$ cat config.mk
export PLATFORM = sky130hd
export DESIGN_NAME = elevator_scheduler
export DESIGN_NICKNAME = d
export VERILOG_FILES = /design/src/rtl/elevator_pkg.sv /design/src/rtl/elevator_timer.sv /design/src/rtl/elevator_scheduler.sv
export SDC_FILE = /design/constraint.sdc
export NUM_CORES = 1
export LEC_CHECK = 0
export CORE_ASPECT_RATIO = 0.75
export CORE_MARGIN = 2
export CORE_UTILIZATION = 56
export DETAILED_ROUTE_END_ITERATION = 6
export DONT_BUFFER_PORTS = 1
export HOLD_SLACK_MARGIN = 0.06
export PLACE_DENSITY = 0.74
export REMOVE_ABC_BUFFERS = 1
export SYNTH_ARGS = -nofsm -noshare
export SYNTH_HDL_FRONTEND = slang
export SYNTH_SLANG_ARGS = --single-unit
$ cat constraint.sdc
create_clock -name clk -period 2.25 [get_ports clk]
set_input_delay 0.225 -clock clk [delete_from_list [all_inputs] [get_ports clk]]
set_output_delay 0.225 -clock clk [all_outputs]
set_load 0.02 [all_outputs]
$ cat src/rtl/elevator_pkg.sv
// Shared types and helpers for the elevator car controller.
package elevator_pkg;

    // Upper bound on served floors; floor masks are widened to this for the helpers.
    localparam int unsigned MAX_FLOORS  = 16;
    localparam int unsigned FLOOR_IDX_W = 4;

    // Car states kept as plain constants for compatibility with older consumers.
    typedef logic [1:0] state_t;
    localparam state_t IDLE      = 2'd0;
    localparam state_t MOVE_UP   = 2'd1;
    localparam state_t MOVE_DOWN = 2'd2;
    localparam state_t DOOR_OPEN = 2'd3;

    typedef enum logic {DIR_UP, DIR_DOWN} dir_t;

    // Pending requests strictly above floor f.
    function automatic logic [MAX_FLOORS-1:0] above_mask(input logic [MAX_FLOORS-1:0]  mask,
                                                         input logic [FLOOR_IDX_W-1:0] f);
        logic [MAX_FLOORS-1:0] r;
        r = '0;
        for (int i = 0; i < int'(MAX_FLOORS); i++) begin
            if (i > int'(f)) r[i] = mask[i];
        end
        return r;
    endfunction

    // Pending requests strictly below floor f.
    function automatic logic [MAX_FLOORS-1:0] below_mask(input logic [MAX_FLOORS-1:0]  mask,
                                                         input logic [FLOOR_IDX_W-1:0] f);
        logic [MAX_FLOORS-1:0] r;
        r = '0;
        for (int i = 0; i < int'(MAX_FLOORS); i++) begin
            if (i < int'(f)) r[i] = mask[i];
        end
        return r;
    endfunction

endpackage

$ cat src/rtl/elevator_timer.sv
// Loadable down-counter that parks at zero; used for travel and door timing.
module elevator_timer #(
    parameter int unsigned WIDTH = 4
) (
    input  logic             clk,
    input  logic             rst,
    input  logic             load,
    input  logic [WIDTH-1:0] load_val,
    output logic [WIDTH-1:0] count,
    output logic             done
);

    logic [WIDTH-1:0] count_q;

    // Count down toward zero; a load takes priority over decrementing.
    always_ff @(posedge clk) begin
        if (rst) begin
            count_q <= '0;
        end else if (load) begin
            count_q <= load_val;
        end else if (count_q != '0) begin
            count_q <= count_q - WIDTH'(1);
        end
    end

    assign count = count_q;
    assign done  = (count_q == '0);

endmodule

$ cat src/rtl/elevator_scheduler.sv
// SCAN-style elevator car controller: latches floor calls, moves the car and times the door.
// Optional feature: define ELEVATOR_DOOR_HOLD_EN to add the door_hold input.
module elevator_scheduler
    import elevator_pkg::*;
#(
    parameter int unsigned NUM_FLOORS    = 4,
    parameter int unsigned FLOOR_W       = 2,
    parameter int unsigned TRAVEL_CYCLES = 8,
    parameter int unsigned DOOR_CYCLES   = 16
) (
    input  logic                  clk,
    input  logic                  rst,
    input  logic                  req_valid,
    input  logic [FLOOR_W-1:0]    req_floor,
`ifdef ELEVATOR_DOOR_HOLD_EN
    input  logic                  door_hold,
`endif
    output logic [FLOOR_W-1:0]    cur_floor,
    output logic                  moving_up,
    output logic                  moving_down,
    output logic                  door_open,
    output logic                  arrive,
    output logic [NUM_FLOORS-1:0] pending
);

    localparam int unsigned TRAVEL_W = $clog2(TRAVEL_CYCLES);
    localparam int unsigned DOOR_W   = $clog2(DOOR_CYCLES);

    state_t                state_q, state_d;
    dir_t                  dir_q, dir_d;
    logic [FLOOR_W-1:0]    floor_q, floor_d;
    logic [NUM_FLOORS-1:0] pending_q, pending_d;
    logic                  arrive_q, arrive_d;

    logic                  travel_load, travel_done;
    logic                  door_load, door_done;
    logic [TRAVEL_W-1:0]   travel_cnt;
    logic [DOOR_W-1:0]     door_cnt;
    logic                  hold;
    logic                  clr_en;
    logic [NUM_FLOORS-1:0] req_mask, clr_mask;
    logic [MAX_FLOORS-1:0] pend16;
    logic                  any_up, any_dn, any_fwd;

`ifdef ELEVATOR_DOOR_HOLD_EN
    assign hold = door_hold;
`else
    assign hold = 1'b0;
`endif

    assign pend16 = MAX_FLOORS'(pending_q);
    assign any_up = |above_mask(pend16, FLOOR_IDX_W'(floor_q));
    assign any_dn = |below_mask(pend16, FLOOR_IDX_W'(floor_q));

    elevator_timer #(
        .WIDTH    (TRAVEL_W)
    ) u_travel_timer (
        .clk      (clk),
        .rst      (rst),
        .load     (travel_load),
        .load_val (TRAVEL_W'(TRAVEL_CYCLES - 1)),
        .count    (travel_cnt),
        .done     (travel_done)
    );

    elevator_timer #(
        .WIDTH    (DOOR_W)
    ) u_door_timer (
        .clk      (clk),
        .rst      (rst),
        .load     (door_load),
        .load_val (DOOR_W'(DOOR_CYCLES - 1)),
        .count    (door_cnt),
        .done     (door_done)
    );

    // Next-state decision for the car FSM, floor position and arrival pulse.
    always_comb begin
        state_d     = state_q;
        dir_d       = dir_q;
        floor_d     = floor_q;
        arrive_d    = 1'b0;
        clr_en      = 1'b0;
        travel_load = 1'b0;
        door_load   = 1'b0;
        any_fwd     = 1'b0;
        case (state_q)
            IDLE: begin
                if (pend16[FLOOR_IDX_W'(floor_q)]) begin
                    state_d   = DOOR_OPEN;
                    clr_en    = 1'b1;
                    door_load = 1'b1;
                end else if (dir_q == DIR_UP ? any_up : any_dn) begin
                    state_d     = (dir_q == DIR_UP) ? MOVE_UP : MOVE_DOWN;
                    travel_load = 1'b1;
                end else if (dir_q == DIR_UP ? any_dn : any_up) begin
                    dir_d       = (dir_q == DIR_UP) ? DIR_DOWN : DIR_UP;
                    state_d     = (dir_q == DIR_UP) ? MOVE_DOWN : MOVE_UP;
                    travel_load = 1'b1;
                end
            end
            MOVE_UP, MOVE_DOWN: begin
                if (travel_done) begin
                    floor_d  = (state_q == MOVE_UP) ? floor_q + FLOOR_W'(1)
                                                    : floor_q - FLOOR_W'(1);
                    arrive_d = 1'b1;
                    any_fwd  = (state_q == MOVE_UP)
                             ? |above_mask(pend16, FLOOR_IDX_W'(floor_d))
                             : |below_mask(pend16, FLOOR_IDX_W'(floor_d));
                    if (pend16[FLOOR_IDX_W'(floor_d)]) begin
                        state_d   = DOOR_OPEN;
                        clr_en    = 1'b1;
                        door_load = 1'b1;
                    end else if (any_fwd) begin
                        travel_load = 1'b1;
                    end else begin
                        state_d = IDLE;
                    end
                end
            end
            DOOR_OPEN: begin
                // A call for this floor, or a hold, keeps the door open instead of latching.
                if ((req_valid && req_floor == floor_q) || hold) begin
                    door_load = 1'b1;
                end else if (door_done) begin
                    state_d = IDLE;
                end
            end
            default: state_d = IDLE;
        endcase
    end

    // Pending mask update: servicing a floor wins over a same-edge call for it.
    always_comb begin
        req_mask = '0;
        clr_mask = '0;
        for (int i = 0; i < int'(NUM_FLOORS); i++) begin
            req_mask[i] = req_valid && (req_floor == FLOOR_W'(i))
                        && !(state_q == DOOR_OPEN && floor_q == FLOOR_W'(i));
            clr_mask[i] = clr_en && (floor_d == FLOOR_W'(i));
        end
        pending_d = (pending_q | req_mask) & ~clr_mask;
    end

    // Car state registers with synchronous reset.
    always_ff @(posedge clk) begin
        if (rst) begin
            state_q   <= IDLE;
            dir_q     <= DIR_UP;
            floor_q   <= '0;
            pending_q <= '0;
            arrive_q  <= 1'b0;
        end else begin
            state_q   <= state_d;
            dir_q     <= dir_d;
            floor_q   <= floor_d;
            pending_q <= pending_d;
            arrive_q  <= arrive_d;
        end
    end

    assign cur_floor   = floor_q;
    assign pending     = pending_q;
    assign arrive      = arrive_q;
    assign moving_up   = (state_q == MOVE_UP);
    assign moving_down = (state_q == MOVE_DOWN);
    assign door_open   = (state_q == DOOR_OPEN);

`ifndef SYNTHESIS
    floor_in_range: assert property (@(posedge clk) disable iff (rst)
        32'(floor_q) < NUM_FLOORS);
    travel_in_range: assert property (@(posedge clk) disable iff (rst)
        32'(travel_cnt) < TRAVEL_CYCLES);
    door_in_range: assert property (@(posedge clk) disable iff (rst)
        32'(door_cnt) < DOOR_CYCLES);
`endif

endmodule

* After elaboration in Yosys (flattened, before gate mapping)
Index checks and enable logic that the tools add are counted.
Cells by class: $add $sub $neg 4, multipliers 0, divide/modulo/power cells 0, order comparisons 14, equality and inequality tests 18, shifts and indexed selects 0, mux-type cells 66, bitwise gates (word level) 6, reductions and logical operators 39
Operator list (number):
- two-way mux 1 bit | 43
- two-way mux 2 bit | 13
- logical AND 1 bit | 17
- equality test 2 bit (second input constant) | 8
- < comparator 2 x 5 -> 1 bit (second input constant) | 2
- OR reduction 3 bit | 3
- equality test 2 x 1 -> 1 bit (second input constant) | 4
- > comparator 2 bit (first input constant) | 4
- zero test 2 bit | 4
- < comparator 1 x 2 -> 1 bit (first input constant) | 4
- two-way mux 4 bit | 2
- two-way mux 3 bit | 2
- case mux 2 bit (3 select lines) | 1
- AND reduction 5 bit | 1
- AND 4 bit | 1
- binary-select mux 1 bit (select 2 bit) | 2
- > comparator 1 x 2 -> 1 bit (first input constant) | 2
- zero test 1 bit | 4
- zero test 4 bit | 1
- < comparator 2 bit (first input constant) | 2
- inequality test 2 bit (second input constant) | 2
- inequality test 4 bit (second input constant) | 1
- NOT 4 bit | 1
- bitwise OR 4 bit | 1
- other kinds (17) | 22
Word-level totals: bits in registers 17, latch bits 0, memory bits (writable) 0, ROM bits 0, bits of input ports 5, word-level logic and storage cells 154, memories 0

* Longest topological paths before layout
depth in word-level cells 13, depth in mapped cells 8, depth with buffers taken out 7

* Cells and area by module
Synthesis repeated with hierarchy kept, for this count alone.
Second synthesis, totals: cell total of the unflattened synthesis 156, area, all modules 1380.1 um^2
By module, submodules not included:
- elevator_scheduler | instances 1, cells each 110, area an instance 944.7 um^2
- elevator_timer at u_door_timer | instances 1, cells each 24, area an instance 229.0 um^2
- elevator_timer at u_travel_timer | instances 1, cells each 22, area an instance 206.4 um^2

* Least setup slack after synthesis
No wires, ideal clock.
path kind reg2reg, start point reg floor_q[0] (netlist: cur_floor[0]), end point reg u_travel_timer.count_q[0] (netlist: u_travel_timer.count[0]), library setup time 0.081 ns, arrival time 2.421 ns, setup slack -0.252 ns, stages on the path, launching flop included 8, cell sequence dfxtp_1 -> inv_2 -> ha_1 -> xor2_1 -> mux4_2 -> a2111oi_4 -> nand3b_1 -> a41oi_1
Between the ends: cells in the longest elaborated chain, start to end 13, elaborated cells between the ends (all ways) 59
RTL lines:
- start: declaration | line elevator_scheduler.sv:31 | logic [FLOOR_W-1:0] floor_q, floor_d;
- start signal: assignment | line elevator_scheduler.sv:156 | floor_q <= floor_d;
- subtractor 2 x 1 -> 2 bit / adder 2 x 1 -> 2 bit (equally long branches) | line elevator_scheduler.sv:105, elevator_scheduler.sv:104
- two-way mux 2 bit | line elevator_scheduler.sv:104 | floor_d = (state_q == MOVE_UP) ? floor_q + FLOOR_W'(1)
- > comparator 1 x 2 -> 1 bit, or another cell as far along | line elevator_pkg.sv:23 | if (i > int'(f)) r[i] = mask[i];
- two-way mux 1 bit, on equally long branches | line elevator_pkg.sv:23, elevator_pkg.sv:34
- two-way mux 1 bit | line elevator_scheduler.sv:103 | if (travel_done) begin
- two-way mux 1 bit | line elevator_scheduler.sv:87 | case (state_q)
- OR reduction 4 bit / OR reduction 3 bit (equally long branches) | line elevator_scheduler.sv:108, elevator_scheduler.sv:109
- two-way mux 1 bit | line elevator_scheduler.sv:108 | ? |above_mask(pend16, FLOOR_IDX_W'(floor_d))
- two-way mux 1 bit | line elevator_scheduler.sv:114 | end else if (any_fwd) begin
- two-way mux 1 bit | line elevator_scheduler.sv:110 | if (pend16[FLOOR_IDX_W'(floor_d)]) begin
- two-way mux 1 bit | line elevator_scheduler.sv:103
- case mux 1 bit (2 select lines) (*) | line elevator_scheduler.sv:87
- two-way mux 3 bit / nonzero test 2 bit (equally long branches)
- end signal: assignment | line elevator_timer.sv:20 | count_q <= load_val;
- end signal: assignment | line elevator_timer.sv:22 | count_q <= count_q - WIDTH'(1);
- end: declaration | line elevator_timer.sv:13 | logic [WIDTH-1:0] count_q;
Every way passes the cells marked *; elsewhere a longest branch is shown, timed or not. The select of a mux whose other input is x is not followed. A chain may end at the register's enable or synchronous reset.

* Final worst setup path
start point reg floor_q[1] (netlist: cur_floor[1]), end point reg pending_q[0] (netlist: pending[0])
Between the ends: cells in the longest elaborated chain, start to end 10, elaborated cells between the ends (all ways) 22
RTL lines:
- subtractor 2 x 1 -> 2 bit / adder 2 x 1 -> 2 bit (equally long branches) | line elevator_scheduler.sv:105, elevator_scheduler.sv:104
- two-way mux 2 bit | line elevator_scheduler.sv:104
- binary-select mux 1 bit (select 2 bit) | line elevator_scheduler.sv:110
- two-way mux 1 bit (implied by the code) | line elevator_scheduler.sv:110
- two-way mux 1 bit | line elevator_scheduler.sv:110
- two-way mux 1 bit | line elevator_scheduler.sv:103
- case mux 1 bit (2 select lines) | line elevator_scheduler.sv:87
- logical AND 1 bit | line elevator_scheduler.sv:140 | clr_mask[i] = clr_en && (floor_d == FLOOR_W'(i));
- NOT 4 bit | line elevator_scheduler.sv:142 | pending_d = (pending_q | req_mask) & ~clr_mask;
- AND 4 bit (*) | line elevator_scheduler.sv:142
- end signal: assignment | line elevator_scheduler.sv:157 | pending_q <= pending_d;
- end: declaration | line elevator_scheduler.sv:32 | logic [NUM_FLOORS-1:0] pending_q, pending_d;
Marks and branches as above.

==> flow_summary.ini <==
[timing]
max_freq_mhz = 456
slew_viol_final = 0
hold_viol_final = 0
setup_viol = 0
min_period_ns = 2.19
worstMarginPinSlew_ns = 0.622
maxSlewHeadroom_pct = 58.5
fin_skew_ns = 0.00330
fin_crit_sh_pct = 97.5
holdWs_ns = 0.115
fin_ws_ns = 0.0555
setup_tns_ns = 0

[critical_path]
cp-start-kind = flip-flop
startpoint = cur_floor[1]$_SDFF_PP0_
cp_max_fo = 4
worst-setup-path-type = flip-flop to flip-flop
r2r_start = cur_floor[1]$_SDFF_PP0_
end_kind = flip-flop
crit_arrival_ns = 2.41
required_ns = 2.47

[cells_and_area]
syn_to_final_growth_pct = 10.9
drive_above_1_share_pct = 16.1
ff_latch_area_sq_um = 342
multiInputGateArea_sq_um = 882
diodes = 0
final_cell_area_sq_um = 1420
nets = 182
nFillCells = 176

[global_routing]
grt_pass1_wl_microns = 5340
antenna_found_initial = 0
grt_usage_pct = 26.9
grt_max_degree = 13
grt_overflow_total = 0
first_global_vias = 1141

[drt]
drt_pass1_iterations = 4
vias = 1202
ant_nets = 0
wl_per_cell_microns = 17.5
viasPerCell = 6.50
wirelength_microns = 3240
drt_iter0_markers = 64
drc = 0

[synthesis]
synth_top_cell_area_share_pct = 26.5
avgSynthCellArea_sq_um = 8.55
synth_ff_type = dfxtp_1
yosys.area.top_type = dfxtp_1
synth_edf_count = 0
async_flop_share_pct = 0
ys_ff_latch = 17
yosysUniqueCellTypes = 44
netlist_area_sq_um = 1280
ys_warn_count = 0
synth_area_leaders = dfxtp_1 (27%), ha_1 (15%), a21oi_1 (5.1%)
seq_area_frac_synth_pct = 26.5
syn_inst = 150

[clock_network]
clk_pin_slew_ns = 0.10
htreeDepth = 1
clockRootBuffer = clkbuf_4
cts_buffers = 3
clk_path_buf_depth = 2
cts_tree = done
cts_sinks = 17
clock_latency_ns = 0.30

[placement]
routabilityCongestion = 0.913
io_buffers = 0
dp.final_hpwl_microns = 2360
dpl_cell_area_sq_um = 1360
place_ws_ns = 0.0154

[power]
power.density_nw_per_um2 = 1320
p_leak_nw = 0.577
ir_drop_uv = 783

[run]
cap_violations = 0

[run_status]
status = complete, no violations

[die]
core_area_sq_um = 2080
boundaryPins = 15
dieArea_sq_um = 2690
start_util_pct = 61.5
die_h_microns = 45.4
rows = 14
fp.dieW_microns = 59.3

[worst_hold_path]
hold_class = primary input to flip-flop
min-delay-start = rst
-- cell usage in the layout (no fill, tap or decap), types with 2 or more instances in the layout --
| master | instances |
|---|---|
| nor2_1 | 6 |
| o21a_1 | 2 |
| a21oi_1 | 13 |
| dfxtp_1 | 16 |
| o31ai_1 | 2 |
| inv_1 | 14 |
| a211oi_1 | 2 |
| buf_4 | 10 |
| clkbuf_4 | 3 |
| ha_1 | 15 |
| a31oi_1 | 5 |
| a21o_2 | 2 |
| nor3_1 | 3 |
| xnor2_1 | 3 |
| mux2i_1 | 3 |
| a311oi_1 | 3 |
| nor2b_1 | 3 |
| nand2b_1 | 4 |
| o21ai_0 | 7 |
| o211ai_1 | 2 |
| mux4_2 | 2 |
| nand2_1 | 15 |
-- cell type report --
class / count / area share (%)
clock inverter: 1 / 0.352
timing repair buffer: 11 / 5.98
inverter: 15 / 3.96
multi-input combinational: 114 / 62.0
clock buffer: 3 / 1.58
sequential: 17 / 24.0
tap: 24 / 2.11
-- metrics by stage --
stage / power [W] / std cells / util [%]
global route: 0.00203 / 185 / 68.2
finish: 0.00188 / 185 / 68.2
global placement: 0.00159 / 178 / 65.1
detailed placement: 0.00164 / 178 / 65.1
CTS: 0.00184 / 185 / 67.6
floorplan: 0.00135 / 146 / -
-- power breakdown --
part	internal, W	switching, W	total, W
clock	0.0000665	0.000105	0.000172
combinational	0.000510	0.000715	0.00123
sequential	0.000400	0.0000814	0.000482
-- critical path: stages (launching register included) --
cell	delay (ns)
dfxtp_1	0.34
inv_1	0.07
ha_1	0.33
xor2_2	0.22
mux4_2	0.38
buf_4	0.17
a32oi_1	0.19
nor2_1	0.11
a311oi_1	0.30
-- synth_stat cells (2+ instances only) --
library cell	count
o21a_1	2
clkbuf_1	4
nor2b_1	3
dfxtp_1	17
nor3_1	3
o211ai_1	2
nor2_1	6
a21o_2	2
ha_1	15
xnor2_1	3
nand2b_1	4
a211oi_1	2
mux4_2	2
a311oi_1	3
o31ai_1	2
inv_1	14
o21ai_0	7
mux2i_1	3
a21oi_1	13
nand2_1	15
a31oi_1	5
-- worst paths after layout --
kind,end,slack [ns],depth (start not counted)
max,pending[0]$_SDFF_PP0_,0.06,8
min,state_q[0]$_SDFFE_PP0P_,0.12,2
max reg2reg,pending[0]$_SDFF_PP0_,0.06,8
min reg2reg,state_q[1]$_SDFFE_PP0P_,0.49,2
-- cell families (layout without fill, tap and decap cells) --
logic type               count (synthesis)  in the layout  synth area share (%)
XOR/XNOR                                 4              4                  2.73
flip-flops                              17             17                  26.5
multiplexers                             6              6                  6.73
AO/OA/AOI/OAI                           51             51                  29.3
adder cells (fa/ha/maj)                 15             15                  14.6
AND/OR/NAND/NOR                         38             38                  14.5
buffers and inverters                   19             30                  5.56
-- registers in the layout, indices dropped and copies added, names as in the netlist --
signal and cells:
state_q 2, pending 4, u_travel_timer.count 3, dir_q 1, u_door_timer.count 4, cur_floor 2
arrive 1
-- layer usage --
layer | up-vias | GRT usage (%) | wire length, microns
li1 | 570 | - | -
met1 | 574 | 38.1 | 1510
met2 | 53 | 38.2 | 1380
met3 | 5 | 9.38 | 331
met4 | 0 | 8.18 | 25
met5 | - | 0 | 0
-- what timing repair did --
action,in CTS,in global routing
pin swaps,0,1
resized for setup,0,3
endpoints found under the setup margin,1,12
setup buffers,2,0
endpoints found under the hold margin,12,0
hold buffers,1,0
(Power assumes the default switching activity.)
